### src/rtl/prog_loader_pkg.sv
// Shared constants and state encodings for the program-ROM loader.
package prog_loader_pkg;

    localparam int unsigned MEM_DEPTH         = 16;
    localparam int unsigned MEM_AW            = 4;
    localparam int unsigned MEM_DW            = 8;
    localparam logic [7:0]  DEFAULT_SYNC_BYTE = 8'hA5;

    typedef enum logic [1:0] {
        IDLE  = 2'd0,
        LOAD  = 2'd1,
        CHECK = 2'd2
    } loader_state_t;

    typedef enum logic [1:0] {
        RX_IDLE  = 2'd0,
        RX_START = 2'd1,
        RX_DATA  = 2'd2,
        RX_STOP  = 2'd3
    } rx_state_t;

endpackage

### src/rtl/uart_rx_byte.sv
// UART 8N1 byte receiver: synchroniser, start-bit glitch filter, centre sampling.
module uart_rx_byte
    import prog_loader_pkg::*;
#(
    parameter int unsigned CLKS_PER_BIT = 434
) (
    input  logic       clk,
    input  logic       n_reset,
    input  logic       rx,
    output logic       byte_valid,
    output logic [7:0] byte_data,
    output logic       frame_err
);

    localparam int unsigned CW       = $clog2(CLKS_PER_BIT);
    localparam int unsigned HALF_CNT = CLKS_PER_BIT / 2 - 1;
    localparam int unsigned FULL_CNT = CLKS_PER_BIT - 1;

    rx_state_t   state, state_next;
    logic [CW-1:0] baud_cnt, baud_cnt_next;
    logic [2:0]  bit_idx, bit_idx_next;
    logic [7:0]  shift_next;
    logic        valid_next, ferr_next;
    logic        rx_s1, rx_s2, rx_s3;

    // Synchroniser (s1/s2) plus one delayed copy for edge detection.
    always_ff @(posedge clk) begin
        if (!n_reset) begin
            rx_s1 <= 1'b1;
            rx_s2 <= 1'b1;
            rx_s3 <= 1'b1;
        end else begin
            rx_s1 <= rx;
            rx_s2 <= rx_s1;
            rx_s3 <= rx_s2;
        end
    end

    // State and datapath registers.
    always_ff @(posedge clk) begin
        if (!n_reset) begin
            state      <= RX_IDLE;
            baud_cnt   <= '0;
            bit_idx    <= '0;
            byte_data  <= '0;
            byte_valid <= 1'b0;
            frame_err  <= 1'b0;
        end else begin
            state      <= state_next;
            baud_cnt   <= baud_cnt_next;
            bit_idx    <= bit_idx_next;
            byte_data  <= shift_next;
            byte_valid <= valid_next;
            frame_err  <= ferr_next;
        end
    end

    // Next-state: half-bit start check, then sample every full bit period.
    always_comb begin
        state_next    = state;
        baud_cnt_next = baud_cnt + CW'(1);
        bit_idx_next  = bit_idx;
        shift_next    = byte_data;
        valid_next    = 1'b0;
        ferr_next     = 1'b0;
        case (state)
            RX_IDLE: begin
                baud_cnt_next = '0;
                if (rx_s3 && !rx_s2) state_next = RX_START;
            end
            RX_START: begin
                if (baud_cnt == CW'(HALF_CNT)) begin
                    baud_cnt_next = '0;
                    bit_idx_next  = '0;
                    state_next    = rx_s2 ? RX_IDLE : RX_DATA;
                end
            end
            RX_DATA: begin
                if (baud_cnt == CW'(FULL_CNT)) begin
                    baud_cnt_next = '0;
                    shift_next    = {rx_s2, byte_data[7:1]};
                    bit_idx_next  = bit_idx + 3'd1;
                    if (bit_idx == 3'd7) state_next = RX_STOP;
                end
            end
            RX_STOP: begin
                if (baud_cnt == CW'(FULL_CNT)) begin
                    baud_cnt_next = '0;
                    valid_next    = rx_s2;
                    ferr_next     = !rx_s2;
                    state_next    = RX_IDLE;
                end
            end
            default: state_next = RX_IDLE;
        endcase
    end

endmodule

### src/rtl/prog_rom_loader.sv
// 16x8 program store with combinational fetch, reloaded over UART with checksum.
module prog_rom_loader
    import prog_loader_pkg::*;
#(
    parameter int unsigned CLKS_PER_BIT = 434,
    parameter logic [7:0]  SYNC_BYTE    = DEFAULT_SYNC_BYTE
) (
    input  logic              clk,
    input  logic              n_reset,
    input  logic [MEM_AW-1:0] addr,
    output logic [MEM_DW-1:0] data,
    input  logic              uart_rx,
    output logic              cpu_n_reset,
    output logic              loading,
    output logic              load_ok,
    output logic              load_err
);

    logic              byte_valid, frame_err;
    logic [7:0]        byte_data;

    loader_state_t     state, state_next;
    logic [MEM_AW-1:0] cnt, cnt_next;
    logic [MEM_DW-1:0] sum, sum_next;
    logic              wr_en;
    logic              cpu_n_reset_next, load_ok_next, load_err_next;
    logic [MEM_DW-1:0] mem [MEM_DEPTH];

    uart_rx_byte #(.CLKS_PER_BIT(CLKS_PER_BIT)) u_rx (
        .clk        (clk),
        .n_reset    (n_reset),
        .rx         (uart_rx),
        .byte_valid (byte_valid),
        .byte_data  (byte_data),
        .frame_err  (frame_err)
    );

    // Zero-latency fetch.
    assign data = mem[addr];

    // State, counters, flags and memory; reset also clears the store.
    always_ff @(posedge clk) begin
        if (!n_reset) begin
            state       <= IDLE;
            cnt         <= '0;
            sum         <= '0;
            cpu_n_reset <= 1'b1;
            loading     <= 1'b0;
            load_ok     <= 1'b0;
            load_err    <= 1'b0;
            for (int i = 0; i < int'(MEM_DEPTH); i++) mem[i] <= '0;
        end else begin
            state       <= state_next;
            cnt         <= cnt_next;
            sum         <= sum_next;
            cpu_n_reset <= cpu_n_reset_next;
            loading     <= (state_next != IDLE);
            load_ok     <= load_ok_next;
            load_err    <= load_err_next;
            if (wr_en) mem[cnt] <= byte_data;
        end
    end

    // Frame sequencing: sync byte, 16 data bytes, then checksum.
    always_comb begin
        state_next       = state;
        cnt_next         = cnt;
        sum_next         = sum;
        wr_en            = 1'b0;
        cpu_n_reset_next = cpu_n_reset;
        load_ok_next     = 1'b0;
        load_err_next    = load_err;
        case (state)
            IDLE: begin
                if (byte_valid && byte_data == SYNC_BYTE) begin
                    state_next       = LOAD;
                    cnt_next         = '0;
                    sum_next         = '0;
                    cpu_n_reset_next = 1'b0;
                end
            end
            LOAD: begin
                if (frame_err) begin
                    state_next    = IDLE;
                    load_err_next = 1'b1;
                end else if (byte_valid) begin
                    wr_en    = 1'b1;
                    sum_next = sum + byte_data;
                    cnt_next = cnt + MEM_AW'(1);
                    if (cnt == MEM_AW'(MEM_DEPTH - 1)) state_next = CHECK;
                end
            end
            CHECK: begin
                if (frame_err) begin
                    state_next    = IDLE;
                    load_err_next = 1'b1;
                end else if (byte_valid) begin
                    state_next = IDLE;
                    if (byte_data == sum) begin
                        cpu_n_reset_next = 1'b1;
                        load_err_next    = 1'b0;
                        load_ok_next     = 1'b1;
                    end else begin
                        load_err_next = 1'b1;
                    end
                end
            end
            default: state_next = IDLE;
        endcase
    end

endmodule

### config.mk
export PLATFORM = sky130hd
export DESIGN_NAME = prog_rom_loader
export DESIGN_NICKNAME = d
export VERILOG_FILES = /design/src/rtl/prog_loader_pkg.sv /design/src/rtl/uart_rx_byte.sv /design/src/rtl/prog_rom_loader.sv
export SDC_FILE = /design/constraint.sdc
export NUM_CORES = 1
export LEC_CHECK = 0
export ABC_AREA = 1
export BUFFER_PORTS_ARGS = -buffer_cell sky130_fd_sc_hd__buf_2
export CORE_MARGIN = 2
export CORE_UTILIZATION = 60
export DETAILED_ROUTE_END_ITERATION = 6
export MAX_ROUTING_LAYER = met4
export PLACE_DENSITY = 0.75
export SYNTH_ARGS = -nofsm -noshare
export SYNTH_HDL_FRONTEND = slang
export SYNTH_SLANG_ARGS = --single-unit
### constraint.sdc
create_clock -name clk -period 5.3 [get_ports clk]
set_input_delay 0.265 -clock clk [delete_from_list [all_inputs] [get_ports clk]]
set_output_delay 0.265 -clock clk [all_outputs]
set_load 0.02 [all_outputs]
After elaboration in Yosys (flattened, before gate mapping)
Memories as Yosys holds them, arrays and structs flattened.
Index checks and enable logic that the tools add are counted.
Operators by class
  add/sub/neg operators: 4
  equal/unequal tests: 24
  muxes and demuxes: 49
  bitwise logic cells: 3
  reductions and logical operators: 20
Operators by type and width (count)
  8-bit 2-to-1 mux: 4
  9-bit case mux with 3 select lines: 1
  2-bit 2-to-1 mux: 12
  9-bit 2-to-1 mux: 2
  1-bit 2-to-1 mux: 17
  4-bit 2-to-1 mux: 4
  2-bit by 1-bit != test with 1-bit output (second input constant): 8
  8-bit case mux with 2 select lines: 1
  5-bit AND reduction: 2
  2-bit nonzero test: 5
  9-bit by 1-bit adder with 9-bit output (second input constant): 1
  9-bit by 8-bit == test with 1-bit output (second input constant): 1
  9-bit == test (second input constant): 1
  3-bit AND reduction: 3
  8-bit adder: 1
  8-bit == test: 1
  8-bit == test (second input constant): 1
  2-bit != test (second input constant): 4
  2-bit case mux with 4 select lines: 1
  4-bit case mux with 2 select lines: 1
  8-bit OR reduction: 1
  2-bit == test (second input constant): 3
  3-bit 2-to-1 mux: 2
  2-bit case mux with 3 select lines: 1
  other kinds (16): 22
Storage, ports and cells
  register bits: 45
  bits in writable memories: 128
  bits of input ports: 7
  output and inout bits: 12
  word-level logic and storage cells: 117
  memories: 1
Memory list
  mem: depth 16, bits a word 8, rd ports 1, clocked after Yosys merged registers in 0, wr ports 16, line prog_rom_loader.sv:27  | logic [MEM_DW-1:0] mem [MEM_DEPTH];

Longest topological paths before layout
  word-level depth: 8
  mapped depth: 11
  depth with buffers taken out: 11

Hierarchy
A second synthesis with hierarchy kept.
Unflattened totals
  cell total of the unflattened synthesis: 923
  area, all modules: 8529.4 sq um
By module, submodules not included
  prog_rom_loader: times used 1, cells each 767, area each 7279.5 sq um, seq. area each 4204.0 sq um
  uart_rx_byte: times used 1, cells each 156, area each 1249.9 sq um, seq. area each 540.5 sq um

Least setup slack after synthesis
OpenSTA, ideal clock, no wires.
  kind: register to register
  start: register state[1]
  end: memory mem[0][0], enable pin
  library setup time: 0.329 ns
  data arrival time: 1.469 ns
  data required time: 4.971 ns
  setup slack: 3.503 ns
  cell stages (with the launch flop): 9
  buffers on the path: 0
  period minus slack after synthesis: 1.797 ns
  cells stage by stage: dfxtp_1 -> inv_1 -> ha_1 -> nand3_1 -> nor2_4 -> inv_2 -> nor2_4 -> nand2_2 -> nand2_1
RTL lines
  start: declaration: line prog_rom_loader.sv:22  | loader_state_t state, state_next;
  start signal: assignment: line prog_rom_loader.sv:53  | state <= state_next;
  end: declaration: line prog_rom_loader.sv:27

Worst setup path after layout
  start: input addr[0]
  end: output data[5]
On the way
  longest elaborated chain between the ends: 1
Ends and longest elaborated chain
  start: declaration: line prog_rom_loader.sv:10  | input logic [MEM_AW-1:0] addr,
  memory read 16 x 8 bit
  end: declaration: line prog_rom_loader.sv:11  | output logic [MEM_DW-1:0] data,
No other way between the ends.

==> out/metrics.sh <==
DESIGN.FINAL.NETS=930
WL_PER_CELL_UM=17.7
TIMING.RR.END='mem[3][4]'
GRT_USAGE=0.282
STARTPOINT='addr[0]'
LARGEST_FAMILY_OF_LOGIC_CELLS_BY_SYNTHESIZED_AREA='simple AND/OR/NAND/NOR gates'
TIMING.CRITICAL_PATH.ARRIVAL_NS=2.52
POWER_PER_CELL_AREA_nW_PER_UM2=356
FINALWEIGHTEDCONGESTION=0.945
FIN_TOTAL_PWR_mW=3.24
SYNTH.MOST_COMMON_CELL='nor2_1'
YOSYSSEQAREASHARE=0.574
SYNTH.FF_LATCH_COUNT=173
GRT_START_MAX_NET_PINS=66
FINAL_LAYOUT_SIZE_SUFFIX_GT1_FRAC=0.0912
CTS.REPAIR_TIMING.SETUP_BUFFER_COUNT=0
CRITICAL-PATH-MAX-STAGE-DELAY_NS=0.56
CRITICAL-PATH-SLOWEST-CELL='inv_2'
COMB_POWER_SHARE=0.078
P_SEQ_FRAC=0.478
REGISTER_AREA_UM2=4740
MOST_USED_ROUTING_LAYER='met2'
NUMBER_OF_ANTENNA_VIOLATIONS_AT_THE_FIRST_CHECK_IN_GLOBAL_ROUTING=0
YOSYS_MOST_USED_DFF='edfxtp_1'
MULTI_INPUT_AREA_UM2=3110
SHARE_OF_THE_CORE_FILLED_WITH_CELLS_IN_THE_FINAL_LAYOUT=0.681
FINAL.PERIOD_UTILIZATION=0.526
DIE_WIDTH_UM=121
GRT.OVERFLOW.TOTAL=0
WORSTMARGINPINSLEW_NS=1.05
COUNT_OF_PLACED_STANDARD_CELLS_IN_THE_FINAL_LAYOUT_FILLERS_LEFT_OUT=1087
NUMBER_OF_ENABLE_FLIP_FLOP_CELLS_AFTER_SYNTHESIS=128
WORST_HOLD_PATH_TYPE='in -> reg'
FINALWORSTSETUPSLACK_NS=2.51
POSTSYNTHCELLCOUNT=901
ROUTE.DETAILED.DRC=0
FINAL_ANTENNA_NET_COUNT=0
FILLERINSTANCES=973
ROW_COUNT=42
ASYNCSETRESETFLOPFRACSYNTH=0
MIN-DELAY-START='uart_rx'
R2R_SETUP_SLACK_NS=3.06
GR-USAGE-MET2=0.437
CTS_INSERTED_BUFFERS=17
SLEW-LIMIT-HEADROOM=0.301
CP.REQUIRED_NS=5.04
SYNTH-COMPOUND-AREA-SHARE=0.103
DIE_AREA_UM2=14700
PLACE_WORST_SETUP_SLACK_NS=2.56
SYNTH_XOR_XNOR_AREA_SHARE=0.0106
TOTALWIRELENGTH_UM=19200
TNS_NS=0
REG2REGPATHDEPTH=6
POST_SYNTH_MUX_AREA_SHARE=0
HIGHEST_CLOCK_FREQUENCY_THE_DESIGN_CAN_MEET_GHz=0.359
GRT_USE_MET1=0.366
DETAILED_PLACE.AREA_UM2=8410
SYNTH_SIMPLE_GATE_AREA_FRAC=0.224
FINCLKSKEW_NS=0.00509
FLOORPLAN.INITIALDENSITY=0.619
TIMING_HOLD_VIOLATIONS_FINAL=0
CLK_PIN_SLEW_NS=0.06
TIMING.CRITICAL_PATH.FANOUT_MAX=65
SETUP_VIOL=0
WORST_IR_DROP_VDD_uV=234
SETUP.WORST_PATH.START_CLASS='input pin'
CRIT_PATH_CELLS='buf_2, buf_4, inv_2, nor2_1, nor2_1, o21ai_0, o21ai_0, o211ai_1, nand2_1, buf_2'
MIN_PATH_CELLS=2
POST_CTS_RESIZE_COUNT=0
LAYOUT_MIN_CYCLE_TIME_NS=2.79
POWER_LEAKAGE_nW=3.18
HTREE_LEVELS=4
CLOCK_NETWORK_POWER_SHARE=0.444
MAXCAPVIOLCOUNT=0
CLKLATENCYLATEPIN_NS=0.43
HOLD_WS_NS=0.0479
LAYOUT.CELL_AREA.NON_FILLER_UM2=9090
CELLINTERNALPOWER_mW=2.52
AVGSYNTHCELLAREA_UM2=9.17
VIAS=6409
POST-SYNTH-TOP-AREA-CELL='edfxtp_1'
STATUS='finished clean'
GLOBAL_ROUTE.USAGE.MET3=0.0611
CTS.PATH.MAX_BUFFERS=2
YOSYS.CELL_TYPES.COUNT=36
IO_PORT_BUFS=18
DP.CELLS=1055
SYN_TO_FINAL_GROWTH_PCT=9.98
CRITICAL_PATH.ENDPOINT_TYPE='output pin'
DRT_VIA_DENSITY=5.90
FLOORPLAN.CORE_AREA_UM2=13300
SYNTH_ADDER_AREA_SHARE=0.0388
DRT_FIRST_ITER_VIOLATIONS=618
CLOCK_SINK_COUNT=173
POST_CTS_HOLD_BUFFER_COUNT=0
IOS=19
P_SW_uW=714
SYNTHESIS.YOSYS.WARNINGS=0
MAXSLEWVIOLCOUNT=0
SYNTHESIS.AREA_UM2=8270
POWER_SWITCHING_SHARE=0.221
MIN_TO='u_rx.rx_s1'
CTS_TREE='built'
DETAIL_ROUTE.FIRST_PASS.ITERATIONS=5
DIE_H_UM=121
DETAILED_PLACE_HPWL_UM=12500
PATH_CLASS='in -> out'
GRT_FIRST_PASS_WIRELENGTH_UM=30500
POST_SYNTH_MAIN_AREA_CONTRIBUTORS='edfxtp_1 47%, nor2_1 12%, dfxtp_1 11%'
SYNTH.TOP_CELLS.BY_COUNT='262 x nor2_1, 128 x edfxtp_1, 91 x nand2_1'
VIA_COUNT_OF_THE_FIRST_GLOBAL_ROUTING_PASS=5979
SYNTH_FP_NETS=933
SYNTH_LARGEST_TYPE_AREA_FRACTION=0.465
REGTOREGSTARTPOINT='state[1]'
SETUP_REPAIR_AFTER_GLOBAL_ROUTING_MISSED_ITS_MARGIN='no'
CTS.ROOT.BUFFER_CELL='clkbuf_16'
layout make-up:
| type | count | area share |
|---|---|---|
| sequential | 173 | 0.522 |
| multi-input combinational | 623 | 0.342 |
| clock buffer | 19 | 0.0476 |
| timing repair buffer | 19 | 0.0107 |
| inverter | 64 | 0.0264 |
| clock inverter | 12 | 0.0266 |
| tap | 176 | 0.0242 |
| antenna | 1 | 0.000275 |
cells in the final DEF, fill, tap and decap left out, types with 3 or more instances in the layout:
cell type,n
nor2_1,262
edfxtp_1,128
nand2_1,91
o21ai_0,86
inv_1,52
nand3_1,46
dfxtp_1,45
o211ai_1,32
ha_1,24
a21oi_1,18
buf_2,18
clkbuf_16,17
nand2_2,14
o21ai_1,11
clkinv_1,8
xor2_1,7
bufinv_16,7
inv_2,6
nor2_4,5
nor3_1,4
nor2_2,3
xnor2_1,3
or2_2,3
registers in the layout (all words and copies together), names as in the netlist, named ones only:
name,flops
u_rx.baud_cnt,9
u_rx.byte_data,8
load_ok,1
u_rx.rx_s2,1
loading,1
u_rx.bit_idx,3
state,2
cpu_n_reset,1
u_rx.byte_valid,1
u_rx.frame_err,1
u_rx.rx_s1,1
sum,8
u_rx.state,1
mem,128
cnt,4
u_rx.rx_s3,1
load_err,1
cell families after synthesis:
logic type | Yosys count
simple gates | 437
compound gates | 151
xor+xnor | 10
fa+ha+maj | 25
buf+inv | 105
flops | 173
power groups by stage:
stage	Sequential, mW	Combinational [mW]	Clock [mW]
2_1_floorplan	1.56	0.194	0
4_1_cts	1.55	0.251	1.44
3_3_place_gp	1.57	0.240	0
5_1_grt	1.55	0.285	1.50
3_5_place_dp	1.57	0.250	0
6_report	1.55	0.252	1.44
per-layer routing:
layer,share of wire,vias up
li1,-,3014
met1,0.41,3023
met2,0.47,328
met3,0.093,44
met4,0.027,0
met5,0,-
worst max path at each step:
stage          cells past startpoint  slack [ns]          to
2_1_floorplan                      8        3.50   mem[0][0]
3_3_place_gp                       5        2.64   mem[3][1]
3_5_place_dp                       7        2.56  mem[12][7]
4_1_cts                           10        2.60     data[1]
5_1_grt                           10        2.31     data[5]
6_report                          10        2.51     data[5]
worst max-delay path, delay by kind of cell:
| family | cells | cell delay [ns] |
|---|---|---|
| and+or+nand+nor | 3 | 0.50 |
| AOI/OAI and AO/OA | 3 | 0.45 |
| buffers and inverters | 4 | 1.23 |
Power figures use the tool's default switching activity.
